--- src/rtl/mux_table_arbiter.sv ---
// Round-robin arbiter that shares one 2-input logic-table evaluator among NREQ requesters.
// Each winner's operands are sampled at grant, evaluated once, and the result is held until acknowledged.
module mux_table_arbiter #(
    parameter int NREQ = 4,
    parameter int IDW  = 3
) (
    input  logic              clk,
    input  logic              rst_n,
    input  logic [NREQ-1:0]   req,
    input  logic [2*NREQ-1:0] d_in,
    input  logic [2*NREQ-1:0] f_in,
    output logic [NREQ-1:0]   gnt,
    output logic              y_out,
    output logic              y_valid,
    output logic [IDW-1:0]    y_id,
    input  logic              y_ack,
    output logic              busy
);

    typedef enum logic [1:0] {
        IDLE   = 2'd0,
        EVAL   = 2'd1,
        RESULT = 2'd2
    } state_t;

    state_t            state, state_nxt;
    logic [IDW-1:0]    ptr;
    logic [IDW-1:0]    id_q;
    logic [1:0]        op_q;
    logic [1:0]        func_q;

    logic [2*NREQ-1:0] req_dbl;
    logic              req_found;
    logic [IDW-1:0]    win_idx;
    int                win_sum;
    logic [2*NREQ-1:0] d_shift;
    logic [2*NREQ-1:0] f_shift;

    logic              xor_sel;
    logic              nornand_sel;
    logic              y_eval;

    // Evaluator: mux2_1 picks XOR/XNOR, mux2_2 picks NOR/NAND, final mux2 on func[1].
    assign xor_sel     = func_q[0] ? ~(op_q[1] ^ op_q[0]) : (op_q[1] ^ op_q[0]);
    assign nornand_sel = func_q[0] ? ~(op_q[1] & op_q[0]) : ~(op_q[1] | op_q[0]);
    assign y_eval      = func_q[1] ? nornand_sel : xor_sel;

    assign busy = (state != IDLE);

    // Rotating the doubled request vector puts ptr at bit 0, so the scan below is a plain priority search.
    assign req_dbl = {req, req} >> ptr;
    assign d_shift = d_in >> {win_idx, 1'b0};
    assign f_shift = f_in >> {win_idx, 1'b0};

    // NOTE: every variable written in a combinational block gets a default first, so no latch is inferred.
    always_comb begin
        req_found = 1'b0;
        win_idx   = '0;
        win_sum   = 0;
        for (int k = 0; k < NREQ; k++) begin
            if (!req_found && req_dbl[k]) begin
                req_found = 1'b1;
                win_sum   = int'(ptr) + k;
                if (win_sum >= NREQ) win_sum = win_sum - NREQ;
                win_idx   = IDW'(win_sum);
            end
        end
    end

    always_comb begin
        state_nxt = state;
        case (state)
            IDLE:    if (req_found) state_nxt = EVAL;
            EVAL:    state_nxt = RESULT;
            RESULT:  if (y_ack) state_nxt = IDLE;
            default: state_nxt = IDLE;
        endcase
    end

    // NOTE: sequential state uses non-blocking assignments so every register samples pre-edge values.
    always_ff @(posedge clk or negedge rst_n) begin
        if (!rst_n) begin
            state <= IDLE;
        end else begin
            state <= state_nxt;
        end
    end

    // NOTE: the captured operand/id registers are reset too, so nothing stale survives an aborted transaction.
    always_ff @(posedge clk or negedge rst_n) begin
        if (!rst_n) begin
            ptr     <= '0;
            id_q    <= '0;
            op_q    <= '0;
            func_q  <= '0;
            gnt     <= '0;
            y_out   <= 1'b0;
            y_valid <= 1'b0;
            y_id    <= '0;
        end else begin
            case (state)
                IDLE: begin
                    if (req_found) begin
                        op_q   <= d_shift[1:0];
                        func_q <= f_shift[1:0];
                        id_q   <= win_idx;
                        gnt    <= NREQ'(1) << win_idx;
                    end
                end
                EVAL: begin
                    gnt     <= '0;
                    y_out   <= y_eval;
                    y_id    <= id_q;
                    y_valid <= 1'b1;
                end
                RESULT: begin
                    if (y_ack) begin
                        y_valid <= 1'b0;
                        ptr     <= (y_id == IDW'(NREQ - 1)) ? '0 : y_id + IDW'(1);
                    end
                end
                default: ;
            endcase
        end
    end

endmodule

--- config.mk ---
export PLATFORM = sky130hd
export DESIGN_NAME = mux_table_arbiter
export DESIGN_NICKNAME = d
export VERILOG_FILES = /design/src/rtl/mux_table_arbiter.sv
export SDC_FILE = /design/constraint.sdc
export NUM_CORES = 1
export LEC_CHECK = 0
export CAP_MARGIN = 20
export CORE_MARGIN = 1.5
export CORE_UTILIZATION = 25
export DETAILED_ROUTE_END_ITERATION = 6
export PLACE_DENSITY_LB_ADDON = 0.15
export SLEW_MARGIN = 30
export SYNTH_ARGS = -nofsm -noshare
export SYNTH_HDL_FRONTEND = slang
export SYNTH_SLANG_ARGS = --single-unit
export TNS_END_PERCENT = 50
--- constraint.sdc ---
create_clock -name clk -period 3.71 [get_ports clk]
set_input_delay 0.742 -clock clk [delete_from_list [all_inputs] [get_ports clk]]
set_output_delay 0.742 -clock clk [all_outputs]
set_load 0.02 [all_outputs]
# == Word-level counts from Yosys, hierarchy flattened ==
# Cells that the tools add are included.
# classes
addsub,8
n_lt_le_gt_ge,4
n_eq_ne,5
n_shift,4
n_mux,23
n_bitwise,6
n_reduce_logical,15
# ops
op,count
3-bit two-way mux,9
8-bit by 4-bit >> shifter with 2-bit output,2
4-bit by 3-bit >= comparator with 1-bit output (second input constant),3
3-bit subtractor (second input constant),4
2-bit AND reduction,5
3-bit by 2-bit adder with 4-bit output (second input constant),2
1-bit two-way mux,8
4-bit one-hot mux with 2 select lines,1
8-bit by 3-bit >> shifter with 4-bit output,1
2-bit one-hot mux with 3 select lines,1
2-bit nonzero test,3
3-bit by 1-bit adder with 4-bit output (second input constant),1
2-bit two-way mux,2
4-bit two-way mux,1
2-bit != test (second input constant),2
1-bit by 3-bit << shifter with 4-bit output (first input constant),1
3-bit by 1-bit adder with 3-bit output (second input constant),1
3-bit by 2-bit equality test with 1-bit output (second input constant),1
3-bit >= comparator (second input constant),1
1-bit logical AND,3
1-bit zero test,3
1-bit inverter,3
2-bit by 1-bit equality test with 1-bit output (second input constant),1
2-bit equality test (second input constant),1
5 further kinds,5
# word_totals
regBits,21
word_cells,74

# == Depth between registers and ports, before layout ==
# Gate-level depths: netlist of run 1.
# logic_depth
word_depth,14
ltp_mapped,10
mapped_depth_nobuf,9

# == Least setup slack after synthesis of run 1 ==
# No wires, ideal clock.
# synth_timing
path_type,input to register
from,in req[1]
to,reg op_q[0]
t_arrival_ps,2175
required_time_ps,3560
path_slack_ps,1385
path_stages,7
path_cell_list,or4_1 -> o21ai_2 -> a21oi_2 -> o211a_2 -> buf_6 -> o221ai_1 -> o221ai_1
# synth_via
elab_chain_cells,12
# synth_lines
item,line,rtl
"start, declared",9,"input logic [NREQ-1:0] req,"
8-bit by 3-bit >> shifter with 4-bit output (*),51,"assign req_dbl = {req, req} >> ptr;"
1-bit two-way mux,61,if (!req_found && req_dbl[k]) begin
1-bit zero test,61,
1-bit logical AND,61,
1-bit two-way mux,61,
1-bit zero test,61,
1-bit logical AND,61,
1-bit two-way mux,61,
1-bit zero test,61,
1-bit logical AND,61,
3-bit two-way mux / 1-bit two-way mux (equally long branches),61,
8-bit by 4-bit >> shifter with 2-bit output / 2-bit AND reduction (equally long branches),n/a,
"end signal, assigned",104,op_q <= d_shift[1:0];
"end, declared",29,logic [1:0] op_q;
# Mark *: on every way between the ends. The rest lies on a longest branch, timed or not.
# A chain may end at the register's enable or synchronous reset.

# == Final worst setup path of run 1 ==
# layout_timing
from,in req[2]
to,reg op_q[0]
# The elaborated chain is that of the path after synthesis.

==> summary.md, run 1 <==
| Metric | Value |
|---|---|
| Status | finished clean |
| Full die area | 5620 µm² |
| Post-DP Area | 1670 µm² |
| Worst-skew pair later-pin latency | 0.25 ns |
| Post-DRT Antenna Nets | 0 |
| Worst endpoint required time | 3.82 ns |
| Critical path class | primary input to flip-flop |
| Layout Utilization | 0.339 |
| Flop pwr share | 0.305 |
| Syn_area_per_cell | 9.66 µm² |
| Slew HR | 0.654 |
| Layout cell share with drive strength beyond 1 | 0.102 |
| Final Cell Area | 1710 µm² |
| PwrDens | 824 nW/µm² |
| CP top delay family | compound AO/OA/AOI/OAI gates |
| Clock Path Buffers | 2 |
| Clock period minus worst slack | 2.74 ns |
| Width of the die | 75.0 µm |
| Post-Synth Adder-Cell Area | 0.0386 |
| Via count of the first global-routing pass | 1,122 |
| Antenna violations before repair | 0 |
| CP arrival | 2.85 ns |
| IO Count | 33 |
| Drt pass-1 iters | 4 |
| Post-CTS sizing | 0 |
| Root buf cell | clkbuf_8 |
| Grt ovf | 0 |
| Initial Utilization | 0.257 |
| Combinational power share | 0.590 |
| RePlAce Congestion | 0.759 |
| Part of the Yosys area used for sequential elements | 0.406 |
| DP Wirelength | 2360 µm |
| Slowest stage delay, CP | 0.52 ns |
| Vias per cell | 4.80 |
| Dpl ws | 0.701 ns |
| Hold slack final | 0.433 ns |
| Yosys reg bits | 21 |
| Lkg Pwr | 0.725 nW |
| Ant diodes | 0 |
| R2R setup slack | 1.01 ns |
| DRC | 0 |
| Worst IR Drop VDD | 0.328 mV |
| Count of final setup violators | 0 |
| Post-CTS setup buffer count | 0 |
| Synthesized Nets | 161 |
| CTS clk-pin slew, worst paths | 0.07 ns |
| Final Cycle Share | 0.739 |
| Psw | 0.630 mW |
| Internal power | 0.779 mW |
| Worst R2R End | op_q[0] |
| # clock sinks | 21 |
| Largest net degree at the start of global routing | 22 |
| Worst slew pin tran | 0.518 ns |
| Synthesis Warnings | 0 |
| DR iter-0 viols | 61 |
| Max-cap violations | 0 |
| Reg-to-Reg Start | ptr[0] |
| Port Buffers | 32 |
| Largest family of logic cells by synthesized area | compound AO/OA/AOI/OAI gates |
| GRT Total Usage | 0.124 |
| Commonest non-fill, non-tap cell in the layout | clkdlybuf4s50_1 |
| Sum Neg Setup Slack | 0 ns |
| Num rows | 26 |
| CP dominant cell by count | o21bai_1 |
| Final Skew | 0.000979 ns |
| Clk pwr share | 0.105 |
| Total Routed Length | 3110 µm |
| Area Growth Syn to Fin | 32.0% |
| Post-synthesis cell count | 134 |
| R2R cell count | 8 |
| Distinct cell type count after synthesis | 39 |
| Fmax | 365 MHz |
| Synth Area in Simple Gates | 0.156 |
| Die Y | 75.0 µm |
| Clock buffers created by TritonCTS | 3 |
| XOR/XNOR Fraction of Synth Area | 0.00676 |
| Crit end category | flip-flop |
| First-pass GRT wire length | 5310 µm |
| Post-synthesis mux area share | 0.0966 |
| Buf+Inv Stages, Crit Path | 2 |
| Min-Delay Path Class | primary input to async pin |
| CORE AREA | 5040 µm² |
| # fillers | 520 |
| RSZ-0062 raised after global routing | false |
| Kind of start point of the critical path | primary input |
| Crit-path slowest cell | or4_1 |
| Cell Chain, Critical Path | clkdlybuf4s50_1, or4_1, o21ai_2, a21oi_2, o21bai_1, buf_4, o21bai_1, o221ai_1 |
| Hold-fix buffers, CTS | 0 |
| Switching fraction of total power | 0.447 |
| Syn Std Cell Area | 1290 µm² |
| Final-stage net count | 194 |
| Setup WS post-layout | 0.968 ns |
| Worst Path Max Fanout | 12 |
| H-tree depth | 1 |
| Compound-Gate Fraction of Synth Area | 0.242 |
| Max Slew Vio Count | 0 |
| Detailed-route via count | 1,133 |
| Wire per inst | 13.2 µm |
| Commonest non-fill, non-tap cells in the layout | clkdlybuf4s50_1 (31), dfrtp_1 (21), nand2_1 (12) |
| Final hold violation count | 0 |
| CTS tree | yes |
[worst max path at each step]
stage               startpoint      end  slack [ns]  cells after the start
global placement        req[1]  op_q[1]        0.74                      8
floorplan               req[1]  op_q[0]        1.39                      7
finish                  req[2]  op_q[0]        0.97                      8
detailed placement      req[2]  op_q[0]        0.70                      8
global route            ptr[0]  op_q[0]        0.71                      7
CTS                     req[2]  op_q[0]        0.97                      8
[per-layer routing]
layer,share of wire,up-vias,track usage
li1,-,555,-
met1,0.48,542,0.174
met3,0.037,4,0.0174
met2,0.47,32,0.194
met5,0,-,0
met4,0.012,0,0.0444
[worst register-to-register path, stage by stage, from the launching register on]
cell,delay (ns)
dfrtp_1,0.65
inv_1,0.19
ha_1,0.42
or3_1,0.37
o211ai_1,0.08
a221oi_1,0.15
a211oi_2,0.42
o221ai_1,0.23
o221ai_1,0.11
[cells in the mapped netlist, drive strengths merged]
| master | instances | area [µm²] |
|---|---|---|
| or2 | 2 | 12.5 |
| nand3b | 1 | 7.51 |
| xnor2 | 1 | 8.76 |
| a21oi | 9 | 48.8 |
| nand3 | 5 | 25.0 |
| nor3b | 1 | 7.51 |
| nand2 | 13 | 51.3 |
| mux2i | 8 | 80.1 |
| o21a | 1 | 7.51 |
| o221ai | 7 | 61.3 |
| a211oi | 1 | 12.5 |
| o211a | 1 | 10.0 |
| o22ai | 2 | 18.8 |
| or4 | 1 | 7.51 |
| clkbuf | 2 | 7.51 |
| nor2 | 5 | 21.3 |
| o21bai | 2 | 15.0 |
| nor2b | 3 | 18.8 |
| o31ai | 1 | 7.51 |
| a21o | 2 | 15.0 |
| a221oi | 1 | 8.76 |
| o21ai | 11 | 58.8 |
| or3 | 1 | 6.26 |
| o211ai | 5 | 37.5 |
| a2111o | 1 | 11.3 |
| inv | 8 | 30.0 |
| ha | 4 | 50.1 |
| dfrtp | 21 | 526 |
| buf | 3 | 33.8 |
| nand2b | 6 | 37.5 |
| mux2 | 4 | 45.0 |
| and2 | 1 | 6.26 |
[flip-flops by register name, indices dropped and copies added, names as in the netlist]
name and cells:
func_q 2, gnt 4, id_q 3, op_q 2, ptr 3, state 2
y_id 3, y_out 1, y_valid 1
[through the flow]
stage / total power [mW] / cells
floorplan: 1.04 / 134
global placement: 1.26 / 232
detailed placement: 1.26 / 232
CTS: 1.42 / 236
global route: 1.54 / 236
finish: 1.41 / 236
[kinds of logic after synthesis]
family | count (synthesis)
buf+inv | 13
mux | 12
compound gates | 44
xor+xnor | 1
simple gates | 39
fa+ha+maj | 4
flops | 21
[power groups by stage]
stage	registers [mW]	clock network, mW	logic (mW)
2_1_floorplan	0.431	0	0.608
3_3_place_gp	0.432	0	0.825
3_5_place_dp	0.434	0	0.830
4_1_cts	0.431	0.154	0.838
5_1_grt	0.447	0.165	0.931
6_report	0.429	0.148	0.832
[cell type report]
cell class | count | area (µm²) | area share
clock buffers | 4 | 45.0 | 0.0264
inverters | 8 | 30.0 | 0.0176
multi-input cells | 100 | 698 | 0.408
flip-flops and latches | 21 | 526 | 0.307
well taps | 70 | 87.6 | 0.0512
repair buffers | 33 | 323 | 0.189
Power figures use the tool's default switching activity.
==> run 2: changes to the inputs <==
==> constraint.sdc (replaced) <==
create_clock -name clk -period 2.8 [get_ports clk]
set_input_delay 0.56 -clock clk [delete_from_list [all_inputs] [get_ports clk]]
set_output_delay 0.56 -clock clk [all_outputs]
set_load 0.02 [all_outputs]
==> run 2 against run 1 <==
Register-to-register slack got worse by 0.50 ns. Cell count rose by 2.1%. Die area did not move. Power rose by 35%. Critical endpoint is now op_q[1]. Largest cell class unchanged.
==> summary.md, run 2 (synthesis results as in run 1) <==
| Metric | Value |
|---|---|
| Status | finished clean |
| Slew HR | 0.707 |
| Ant diodes | 0 |
| Count of final setup violators | 0 |
| # clock sinks | 21 |
| Full die area | 5620 µm² |
| CORE AREA | 5040 µm² |
| Via count of the first global-routing pass | 1,129 |
| DRC | 0 |
| Die Y | 75.0 µm |
| Most flops, register | gnt |
| CP arrival | 2.60 ns |
| Port Buffers | 32 |
| Critical path depth | 7 |
| First-pass GRT wire length | 5130 µm |
| Critical path class | primary input to flip-flop |
| Hold-fix buffers, CTS | 0 |
| Final Skew | 0.00265 ns |
| Crit-path slowest cell | or4_1 |
| Post-CTS setup buffer count | 0 |
| Kind of start point of the critical path | primary input |
| Slowest stage delay, CP | 0.56 ns |
| Fmax | 404 MHz |
| Setup WS post-layout | 0.322 ns |
| Clock period minus worst slack | 2.48 ns |
| IO Count | 33 |
| Drt pass-1 iters | 4 |
| Worst-skew pair later-pin latency | 0.25 ns |
| Num rows | 26 |
| Detailed-route via count | 1,115 |
| Grt met1 use | 0.164 |
| Dpl cells | 237 |
| RSZ-0062 raised after global routing | false |
| Wire per inst | 12.5 µm |
| Final-stage net count | 199 |
| Lkg Pwr | 0.750 nW |
| GR Layer Usage met2 | 0.189 |
| PwrDens | 1090 nW/µm² |
| Post-CTS sizing | 0 |
| Commonest non-fill, non-tap cells in the layout | clkdlybuf4s50_1 (32), dfrtp_1 (21), nand2_1 (12) |
| R2R cell count | 7 |
| Total Routed Length | 3020 µm |
| Final Cycle Share | 0.885 |
| Max Slew Vio Count | 0 |
| RePlAce Congestion | 0.738 |
| Initial Utilization | 0.257 |
| Hold Crit Depth | 2 |
| Met3 usage | 0.0201 |
| GRT Total Usage | 0.120 |
| Worst Path Max Fanout | 11 |
| Max-cap violations | 0 |
| Vias per cell | 4.63 |
| Clock buffers created by TritonCTS | 3 |
| Root buf cell | clkbuf_8 |
| H-tree depth | 1 |
| Antenna violations before repair | 0 |
| Most Crowded Layer GR | met2 |
| DP Wirelength | 2330 µm |
| Largest net degree at the start of global routing | 22 |
| Post-DRT Antenna Nets | 0 |
| Largest register FFs | 4 |
| Worst endpoint required time | 2.92 ns |
| Pwr Total | 1.90 mW |
| Area Growth Syn to Fin | 35.3% |
| Clock Path Buffers | 2 |
| Crit end category | flip-flop |
| Layout cell share with drive strength beyond 1 | 0.123 |
| Min-Delay Path Class | flip-flop to flip-flop |
| Sum Neg Setup Slack | 0 ns |
| Commonest non-fill, non-tap cell in the layout | clkdlybuf4s50_1 |
| Final Instance Count excl. Fillers | 241 |
| CTS tree | yes |
| DR iter-0 viols | 51 |
| CTS clk-pin slew, worst paths | 0.07 ns |
| Grt ovf | 0 |
| CP top delay family | compound AO/OA/AOI/OAI gates |
| R2R setup slack | 0.51 ns |
| Cell Chain, Critical Path | clkdlybuf4s50_1, or4_1, o21ai_2, a2111o_1, o211a_2, mux2i_1, o221ai_1 |
| Dpl ws | 0.0521 ns |
| Final hold violation count | 0 |
| Buf+Inv Stages, Crit Path | 1 |
| Worst slew pin tran | 0.439 ns |
| Width of the die | 75.0 µm |
| Worst IR Drop VDD | 0.434 mV |
[run 2: worst paths after layout]
kind,startpoint,end
min,id_q[1],id_q[1]
max in group asynchronous,rst_n,id_q[1]
min in group asynchronous,rst_n,op_q[1]
max reg2reg,ptr[0],op_q[1]
min reg2reg,id_q[1],id_q[1]
max,req[1],op_q[1]
[run 2: through the flow]
| step | instance area [µm²] | utilization | hold WS (ns) |
|---|---|---|---|
| 2_1_floorplan | 1290 | - | 0.264 |
| 3_3_place_gp | 1710 | 0.338 | 0.462 |
| 3_5_place_dp | 1710 | 0.338 | 0.467 |
| 4_1_cts | 1750 | 0.347 | 0.488 |
| 5_1_grt | 1750 | 0.347 | 0.519 |
| 6_report | 1750 | 0.347 | 0.483 |
[run 2: per-layer routing]
metal,vias to the layer above,wire [µm]
met1,531,1460
li1,562,-
met3,4,95
met2,18,1410
met4,0,49
met5,-,0
[run 2: power breakdown]
| part | switching (mW) | total (mW) | internal (mW) |
|---|---|---|---|
| Clock | 0.0916 | 0.193 | 0.101 |
| Combinational | 0.649 | 1.19 | 0.544 |
| Sequential | 0.0848 | 0.517 | 0.432 |
[run 2: cell type report]
class / count / area [µm²]
fillers: 535 / 3290
multi-input cells: 100 / 698
flip-flops and latches: 21 / 526
repair buffers: 38 / 365
well taps: 70 / 87.6
clock buffers: 4 / 45.0
inverters: 8 / 30.0
[run 2: worst min-delay path, stage by stage, from the launching register on]
cell	delay, ns
dfrtp_1	0.35
nand2_1	0.05
nand2_1	0.05
==> run 3: changes to the inputs <==
--- a/config.mk
+++ b/config.mk
@@ -8,6 +8,7 @@
 export CAP_MARGIN = 20
 export CORE_MARGIN = 1.5
 export CORE_UTILIZATION = 25
+export CTS_CLUSTER_DIAMETER = 100
 export DETAILED_ROUTE_END_ITERATION = 6
 export PLACE_DENSITY_LB_ADDON = 0.15
 export SLEW_MARGIN = 30
==> results of run 3 <==
Final layout, timing and power as in run 2 (identical DEF).
